### config.mk
export PLATFORM = sky130hd
export DESIGN_NAME = address_gen3
export DESIGN_NICKNAME = d
export VERILOG_FILES = /design/src/rtl/address_gen3_pkg.sv /design/src/rtl/addr_gen_loop_counter.sv /design/src/rtl/address_gen3.sv
export SDC_FILE = /design/constraint.sdc
export NUM_CORES = 1
export LEC_CHECK = 0
export CAP_MARGIN = 20
export CORE_MARGIN = 4
export CORE_UTILIZATION = 55
export DETAILED_ROUTE_END_ITERATION = 8
export PLACE_DENSITY = 0.8
export SYNTH_ARGS = -nofsm -noshare
export SYNTH_HDL_FRONTEND = slang
export SYNTH_HIERARCHICAL = 1
export SYNTH_SLANG_ARGS = --single-unit
### constraint.sdc
create_clock -name clk_i -period 5.6 [get_ports clk_i]
set_input_delay 0.84 -clock clk_i [delete_from_list [all_inputs] [get_ports clk_i]]
set_output_delay 0.84 -clock clk_i [all_outputs]
set_load 0.02 [all_outputs]
### src/rtl/address_gen3_pkg.sv
// Shared types and helpers for the address_gen3 three-level address generator.
package address_gen3_pkg;

    localparam int unsigned STATE_W = 2;

    typedef enum logic [STATE_W-1:0] {
        IDLE  = 2'd0,
        DELAY = 2'd1,
        RUN   = 2'd2
    } state_e;

    // A programmed count of zero behaves like a count of one.
    function automatic logic [31:0] zero_as_one(input logic [31:0] v);
        return (v == 32'd0) ? 32'd1 : v;
    endfunction

endpackage

### src/rtl/addr_gen_loop_counter.sv
// One loop level of the address nest: counts 0..max_i, wraps to zero, flags the last count.
module addr_gen_loop_counter #(
    parameter int unsigned W = 10
) (
    input  logic         clk_i,
    input  logic         rst_i,
    input  logic         clr_i,
    input  logic         en_i,
    input  logic [W-1:0] max_i,
    output logic [W-1:0] cnt_o,
    output logic         last_o
);

    logic [W-1:0] cnt_q, cnt_d;

    assign last_o = (cnt_q == max_i);
    assign cnt_o  = cnt_q;

    always_comb begin
        cnt_d = cnt_q;
        if (clr_i) begin
            cnt_d = '0;
        end else if (en_i) begin
            cnt_d = last_o ? '0 : cnt_q + W'(1);
        end
    end

    always_ff @(posedge clk_i) begin
        if (rst_i) cnt_q <= '0;
        else       cnt_q <= cnt_d;
    end

endmodule

### src/rtl/address_gen3.sv
// Three-level nested-loop address generator with start delay and valid/ready handshake.
// Define ADDRGEN3_DUTY_EN to gate valid_o with the level-1 duty count.
module address_gen3
    import address_gen3_pkg::*;
#(
    parameter int unsigned ADDR_W   = 10,
    parameter int unsigned DATA_W   = 32,
    parameter int unsigned PERIOD_W = 10,
    parameter int unsigned DELAY_W  = 7
) (
    input  logic                clk_i,
    input  logic                rst_i,
    input  logic                run_i,
    input  logic                ignore_first_i,
    input  logic [PERIOD_W-1:0] per_i,
    input  logic [PERIOD_W-1:0] per2_i,
    input  logic [PERIOD_W-1:0] per3_i,
    input  logic [PERIOD_W-1:0] duty_i,
    input  logic [DELAY_W-1:0]  delay_i,
    input  logic [ADDR_W-1:0]   start_i,
    input  logic [ADDR_W-1:0]   incr_i,
    input  logic [ADDR_W-1:0]   incr2_i,
    input  logic [ADDR_W-1:0]   incr3_i,
    input  logic [ADDR_W-1:0]   iter_i,
    input  logic [ADDR_W-1:0]   iter2_i,
    input  logic [ADDR_W-1:0]   iter3_i,
    input  logic [ADDR_W-1:0]   shift_i,
    input  logic [ADDR_W-1:0]   shift2_i,
    input  logic [ADDR_W-1:0]   shift3_i,
    output logic                valid_o,
    input  logic                ready_i,
    output logic [ADDR_W-1:0]   addr_o,
    output logic                store_o,
    output logic                done_o
);

    state_e              state_q, state_d;
    logic [DELAY_W-1:0]  dly_q, dly_d;
    logic [ADDR_W-1:0]   addr_q, addr_d;
    logic                valid_q, valid_d, store_q, store_d, done_q, done_d, ign_q, ign_d;

    logic [PERIOD_W-1:0] per_m_q, per2_m_q, per3_m_q;
    logic [ADDR_W-1:0]   it_m_q, it2_m_q, it3_m_q;
    logic [ADDR_W-1:0]   start_q, incr_q, incr2_q, incr3_q, shift_q, shift2_q, shift3_q;
    logic                ign_cfg_q;

    logic [PERIOD_W-1:0] per_m_in_c, p1_cnt, p1_nxt_c;
    logic [ADDR_W-1:0]   step_c, f_start_c;
    logic                l1, l2, l3, l4, l5, l6, all_last_c, adv_c, gate_c;
    logic                f_ign_c, f_store_c;

    // Outer counters only matter through their last flags.
    logic [ADDR_W-1:0]   it1_cnt_unused, it2_cnt_unused, it3_cnt_unused;
    logic [PERIOD_W-1:0] p2_cnt_unused, p3_cnt_unused;
    logic [DATA_W-1:0]   data_unused;

    assign data_unused = '0;
    assign per_m_in_c  = PERIOD_W'(zero_as_one(32'(per_i)) - 32'd1);

    // Configuration snapshot taken on run_i.
    always_ff @(posedge clk_i) begin
        if (rst_i) begin
            per_m_q <= '0; per2_m_q <= '0; per3_m_q <= '0;
            it_m_q  <= '0; it2_m_q  <= '0; it3_m_q  <= '0;
            start_q <= '0; incr_q   <= '0; incr2_q  <= '0; incr3_q <= '0;
            shift_q <= '0; shift2_q <= '0; shift3_q <= '0;
            ign_cfg_q <= 1'b0;
        end else if (run_i) begin
            per_m_q   <= per_m_in_c;
            per2_m_q  <= PERIOD_W'(zero_as_one(32'(per2_i)) - 32'd1);
            per3_m_q  <= PERIOD_W'(zero_as_one(32'(per3_i)) - 32'd1);
            it_m_q    <= ADDR_W'(zero_as_one(32'(iter_i)) - 32'd1);
            it2_m_q   <= ADDR_W'(zero_as_one(32'(iter2_i)) - 32'd1);
            it3_m_q   <= ADDR_W'(zero_as_one(32'(iter3_i)) - 32'd1);
            start_q   <= start_i;
            incr_q    <= incr_i;   incr2_q  <= incr2_i;  incr3_q  <= incr3_i;
            shift_q   <= shift_i;  shift2_q <= shift2_i; shift3_q <= shift3_i;
            ign_cfg_q <= ignore_first_i;
        end
    end

`ifdef ADDRGEN3_DUTY_EN
    logic [PERIOD_W-1:0] duty_q;
    always_ff @(posedge clk_i) begin
        if (rst_i)      duty_q <= '0;
        else if (run_i) duty_q <= duty_i;
    end
    assign gate_c = (duty_q == '0) || (p1_nxt_c < duty_q);
`else
    logic duty_unused;
    assign duty_unused = ^duty_i;
    assign gate_c      = 1'b1;
`endif

    addr_gen_loop_counter #(.W(PERIOD_W)) u_per (.clk_i(clk_i), .rst_i(rst_i), .clr_i(run_i),
        .en_i(adv_c), .max_i(per_m_q), .cnt_o(p1_cnt), .last_o(l1));
    addr_gen_loop_counter #(.W(ADDR_W)) u_iter (.clk_i(clk_i), .rst_i(rst_i), .clr_i(run_i),
        .en_i(adv_c & l1), .max_i(it_m_q), .cnt_o(it1_cnt_unused), .last_o(l2));
    addr_gen_loop_counter #(.W(PERIOD_W)) u_per2 (.clk_i(clk_i), .rst_i(rst_i), .clr_i(run_i),
        .en_i(adv_c & l1 & l2), .max_i(per2_m_q), .cnt_o(p2_cnt_unused), .last_o(l3));
    addr_gen_loop_counter #(.W(ADDR_W)) u_iter2 (.clk_i(clk_i), .rst_i(rst_i), .clr_i(run_i),
        .en_i(adv_c & l1 & l2 & l3), .max_i(it2_m_q), .cnt_o(it2_cnt_unused), .last_o(l4));
    addr_gen_loop_counter #(.W(PERIOD_W)) u_per3 (.clk_i(clk_i), .rst_i(rst_i), .clr_i(run_i),
        .en_i(adv_c & l1 & l2 & l3 & l4), .max_i(per3_m_q), .cnt_o(p3_cnt_unused), .last_o(l5));
    addr_gen_loop_counter #(.W(ADDR_W)) u_iter3 (.clk_i(clk_i), .rst_i(rst_i), .clr_i(run_i),
        .en_i(adv_c & l1 & l2 & l3 & l4 & l5), .max_i(it3_m_q), .cnt_o(it3_cnt_unused), .last_o(l6));

    assign all_last_c = l1 & l2 & l3 & l4 & l5 & l6;
    assign p1_nxt_c   = l1 ? '0 : p1_cnt + PERIOD_W'(1);

    // Innermost non-wrapping level decides the step.
    always_comb begin
        step_c = shift3_q;
        if      (!l1) step_c = incr_q;
        else if (!l2) step_c = shift_q;
        else if (!l3) step_c = incr2_q;
        else if (!l4) step_c = shift2_q;
        else if (!l5) step_c = incr3_q;
    end

    // First beat comes straight from the ports when delay_i is zero.
    assign f_ign_c   = run_i ? ignore_first_i : ign_cfg_q;
    assign f_start_c = run_i ? start_i : start_q;
    assign f_store_c = !f_ign_c && (run_i ? (per_m_in_c == '0) : (per_m_q == '0));

    always_comb begin
        state_d = state_q;
        dly_d   = dly_q;
        addr_d  = addr_q;
        valid_d = valid_q;
        store_d = store_q;
        done_d  = done_q;
        ign_d   = ign_q;
        adv_c   = 1'b0;
        if (run_i) begin
            done_d = 1'b0;
            if (delay_i == '0) begin
                state_d = RUN;
                addr_d  = f_start_c;
                ign_d   = f_ign_c;
                valid_d = !f_ign_c;
                store_d = f_store_c;
            end else begin
                state_d = DELAY;
                dly_d   = delay_i - DELAY_W'(1);
                valid_d = 1'b0;
                store_d = 1'b0;
                ign_d   = 1'b0;
            end
        end else begin
            unique case (state_q)
                DELAY: begin
                    if (dly_q == '0) begin
                        state_d = RUN;
                        addr_d  = f_start_c;
                        ign_d   = f_ign_c;
                        valid_d = !f_ign_c;
                        store_d = f_store_c;
                    end else begin
                        dly_d = dly_q - DELAY_W'(1);
                    end
                end
                RUN: begin
                    if (ign_q) begin
                        ign_d   = 1'b0;
                        valid_d = 1'b1;
                        store_d = (per_m_q == '0);
                    end else if (!valid_q || ready_i) begin
                        adv_c = 1'b1;
                        if (all_last_c) begin
                            state_d = IDLE;
                            valid_d = 1'b0;
                            store_d = 1'b0;
                            done_d  = 1'b1;
                        end else begin
                            addr_d  = addr_q + step_c;
                            valid_d = gate_c;
                            store_d = (p1_nxt_c == per_m_q);
                        end
                    end
                end
                default: ;
            endcase
        end
    end

    always_ff @(posedge clk_i) begin
        if (rst_i) begin
            state_q <= IDLE;
            dly_q   <= '0;
            addr_q  <= '0;
            valid_q <= 1'b0;
            store_q <= 1'b0;
            done_q  <= 1'b1;
            ign_q   <= 1'b0;
        end else begin
            state_q <= state_d;
            dly_q   <= dly_d;
            addr_q  <= addr_d;
            valid_q <= valid_d;
            store_q <= store_d;
            done_q  <= done_d;
            ign_q   <= ign_d;
        end
    end

    assign valid_o = valid_q;
    assign addr_o  = addr_q;
    assign store_o = store_q;
    assign done_o  = done_q;

endmodule

==> parameters.txt <==
Parameter                              Value

CTS
  Clock Pin Slew Worst Setup and Hold Paths ... 0.06 ns
  Cts hold-fix bufs ... 0
  Number of buffers added by the clock tree synthesis step ... 24
  Clock tree from TritonCTS ... done
  CTS Root Cell ... sky130_fd_sc_hd__clkbuf_16
  H-tree levels ... 1
  Setup repair bufs after CTS ... 0
  Clock sink count ... 214
  Clock network latency to the later pin of the worst-skew pair ... 0.51 ns
  Count of cells resized by post-cts repair ... 0
  Buffer depth of the longest clock path ... 3

Synth
  Area share of the leading cell type in the synthesized netlist ... 35.8%
  Post-synth net total ... 1538
  Cell type contributing the most total cell area after synthesis ... sky130_fd_sc_hd__dfxtp_1
  Sequential share of the synthesized area ... 35.8%
  Warning count from the yosys run ... 6
  Distinct cell type count after synthesis ... 74
  Most numerous cell in the Yosys netlist ... sky130_fd_sc_hd__dfxtp_1
  Synthesized cell area ... 12000 um2
  Post-synthesis cell count ... 1361
  Register bit total from synthesis ... 214
  Post-synth EDFFs ... 0
  Top cell types by occurrence after synthesis ... sky130_fd_sc_hd__dfxtp_1, sky130_fd_sc_hd__nor2_1, sky130_fd_sc_hd__xnor2_1
  Proportion of register bits with asynchronous set or reset after synthesis ... 0%
  Top cells by area, synth ... sky130_fd_sc_hd__dfxtp_1, sky130_fd_sc_hd__mux2i_1, sky130_fd_sc_hd__xnor2_1, sky130_fd_sc_hd__nor2_1, sky130_fd_sc_hd__a211oi_1
  Most frequently used flop master after synthesis ... sky130_fd_sc_hd__dfxtp_1
  Mapped Avg Cell Area ... 8.79 um2

Detailed routing
  Average detailed-routed wire length per instance ... 16.2 um
  Ratio of routed vias to standard cells ... 5.79
  First-pass iteration count of the detailed router ... 5
  Highest routed layer ... met4
  DRC violation count after routing ... 0
  Routed wire length on met2 ... 13.9 mm
  Total wire length after detailed routing ... 28.8 mm
  Initial DRC count ... 710
  M1 wire length ... 12.9 mm
  Sum of met3 wire segment lengths after detailed routing ... 1.46 mm
  Antenna-violating nets left ... 0
  Via Count ... 10277

Power
  Proportion of power drawn by combinational gates ... 15.5%
  Clock Power Share ... 41.8%
  Final Power ... 0.00387 W
  Internal power component ... 0.00287 W
  Areal power density over the cells ... 267 nW/um2
  Worst voltage drop across the vdd grid ... 0.000216 V
  Static leakage ... 5.19 nW
  Switching share of power ... 25.8%
  Power dissipated by switching net loads ... 0.00100 W
  Fraction of power consumed by sequential logic ... 42.7%

STA
  Unrepaired setup endpoints after global routing ... no
  Final setup TNS ... 0 ns
  Count of pins over their slew limit ... 0
  Post-route clock skew ... 0.0112 ns
  Actual transition at the worst max-transition pin ... 1.01 ns
  Final setup violation count ... 0
  Fmax ... 229 MHz
  Fin crit share ... 78.1%
  Hold Fails Final Rpt ... 0
  Slew HR ... 32.7%
  Post-route minimum period ... 4.38 ns

Floorplanning
  Chip Width ... 155 um
  Row Count ... 53
  I/O pin cnt ... 165
  Area of the placeable core ... 21200 um2
  Initial core utilization ... 56.4%
  DIE AREA ... 24200 um2
  Die height ... 155 um

Placement
  Routability cong. ... 0.902
  Input/output buffers ... 154
  Detailed placement HPWL ... 20.1 mm

Global route
  Total grt overflow ... 0
  Global-route wire length before repair ... 48.1 mm
  Number of antenna violations at the first check in global routing ... 2
  Number of global-route vias before repair ... 10157
  Largest net degree at the start of global routing ... 141
  Overall fraction of global-route tracks in use ... 23.1%

Hold path
  Path category of the worst min-delay check ... reg2reg
  Hold Crit Start ... start_q[7]

Setup path
  Biggest fanout along the worst timing path ... 13
  Timing startpoint of the critical path ... u_per3/cnt_o[5]
  Classification of the worst setup path ... reg2reg
  Critical Path Sink Type ... flop
  Critical Path RT ... 6.04 ns
  Type of element launching the critical path ... flop
  Worst path arrival time ... 4.81 ns
  Worst flop-to-flop path startpoint ... u_per3/cnt_o[5]

Final layout
  Relative area change from synthesis to final layout ... 21.0%
  Final net count ... 1657
  Share of cells above drive strength 1 ... 8.01%

Outcome
  Status ... completed

Run
  Total of max-cap violations ... 0
-- per-stage QoR --
stage	worst slack (ns)	util, %	hold WS (ns)	instance area [um2]	cells
after floorplan	1.38	-	0.445	12000	1361
after CTS	1.23	68.2	0.472	14500	1773
after detailed placement	1.29	64.3	0.459	13600	1729
final	1.22	68.2	0.472	14500	1775
after global placement	1.34	64.3	0.453	13600	1729
after global routing	0.886	68.2	0.497	14500	1775
-- routing by layer --
metal / vias to the layer above / global-route usage (%)
li1: 5137 / -
met1: 4858 / 30.6
met2: 248 / 39.5
met3: 34 / 3.67
met4: 0 / 5.71
met5: - / 0
-- kinds of logic (layout without fill, tap and decap cells) --
family	after synthesis	in the layout	synth area share [%]
mux	111	111	9.39
buf+inv	110	247	3.72
fa+ha+maj	25	25	2.68
flops	214	214	35.8
compound gates	275	275	16.1
simple gates	470	470	20.5
other cells	0	2	0
xor+xnor	156	156	11.8
-- power by group through the flow --
stage / Combinational [W] / Sequential, W / Clock (W)
3_5_place_dp: 0.000593 / 0.00169 / 0
6_report: 0.000600 / 0.00166 / 0.00162
3_3_place_gp: 0.000580 / 0.00168 / 0
2_1_floorplan: 0.000374 / 0.00168 / 0
5_1_grt: 0.000660 / 0.00166 / 0.00172
4_1_cts: 0.000599 / 0.00165 / 0.00165
-- critical path, stage by stage, from the launching register on --
cell,delay (ns)
sky130_fd_sc_hd__dfxtp_1,0.42
sky130_fd_sc_hd__xnor2_1,0.17
sky130_fd_sc_hd__nand4_1,0.25
sky130_fd_sc_hd__nor3_4,0.55
sky130_fd_sc_hd__buf_4,0.32
sky130_fd_sc_hd__mux2i_1,0.19
sky130_fd_sc_hd__a21oi_1,0.08
sky130_fd_sc_hd__mux2i_1,0.16
sky130_fd_sc_hd__a21oi_1,0.11
sky130_fd_sc_hd__mux2_2,0.35
sky130_fd_sc_hd__fa_1,0.44
sky130_fd_sc_hd__a21o_1,0.19
sky130_fd_sc_hd__a211oi_1,0.28
sky130_fd_sc_hd__o21bai_1,0.13
sky130_fd_sc_hd__xnor2_1,0.14
sky130_fd_sc_hd__a2111o_1,0.40
sky130_fd_sc_hd__a21oi_1,0.12
-- final cells by class --
| cell class | count | area [um2] |
|---|---|---|
| antenna | 2 | 5.00 |
| clock buffer | 29 | 671 |
| clock inverter | 15 | 155 |
| fill | 1694 | 6740 |
| inverter | 36 | 135 |
| multi-input combinational | 1037 | 7230 |
| sequential | 214 | 4280 |
| tap | 275 | 344 |
| timing repair buffer | 167 | 1650 |
-- placed cells by master, fill, tap and decap left out, drive strengths merged, types with 24 or more instances in the layout --
cell / instances
dfxtp: 214
nor2: 195
clkdlybuf4s50: 152
xnor2: 118
mux2i: 101
a211oi: 80
a21oi: 74
nand2: 73
xor2: 38
inv: 36
nand4: 34
nor3: 32
clkbuf: 30
o21ai: 29
ha: 24
-- worst paths after layout --
check	to	slack, ns	cells after the start
setup / recovery	addr_o[6]	1.22	16
hold / removal	start_q[7]	0.47	2
setup reg to reg	addr_o[6]	1.22	16
hold reg to reg	start_q[7]	0.47	2
No activity file was read; power rests on OpenSTA's default activity.
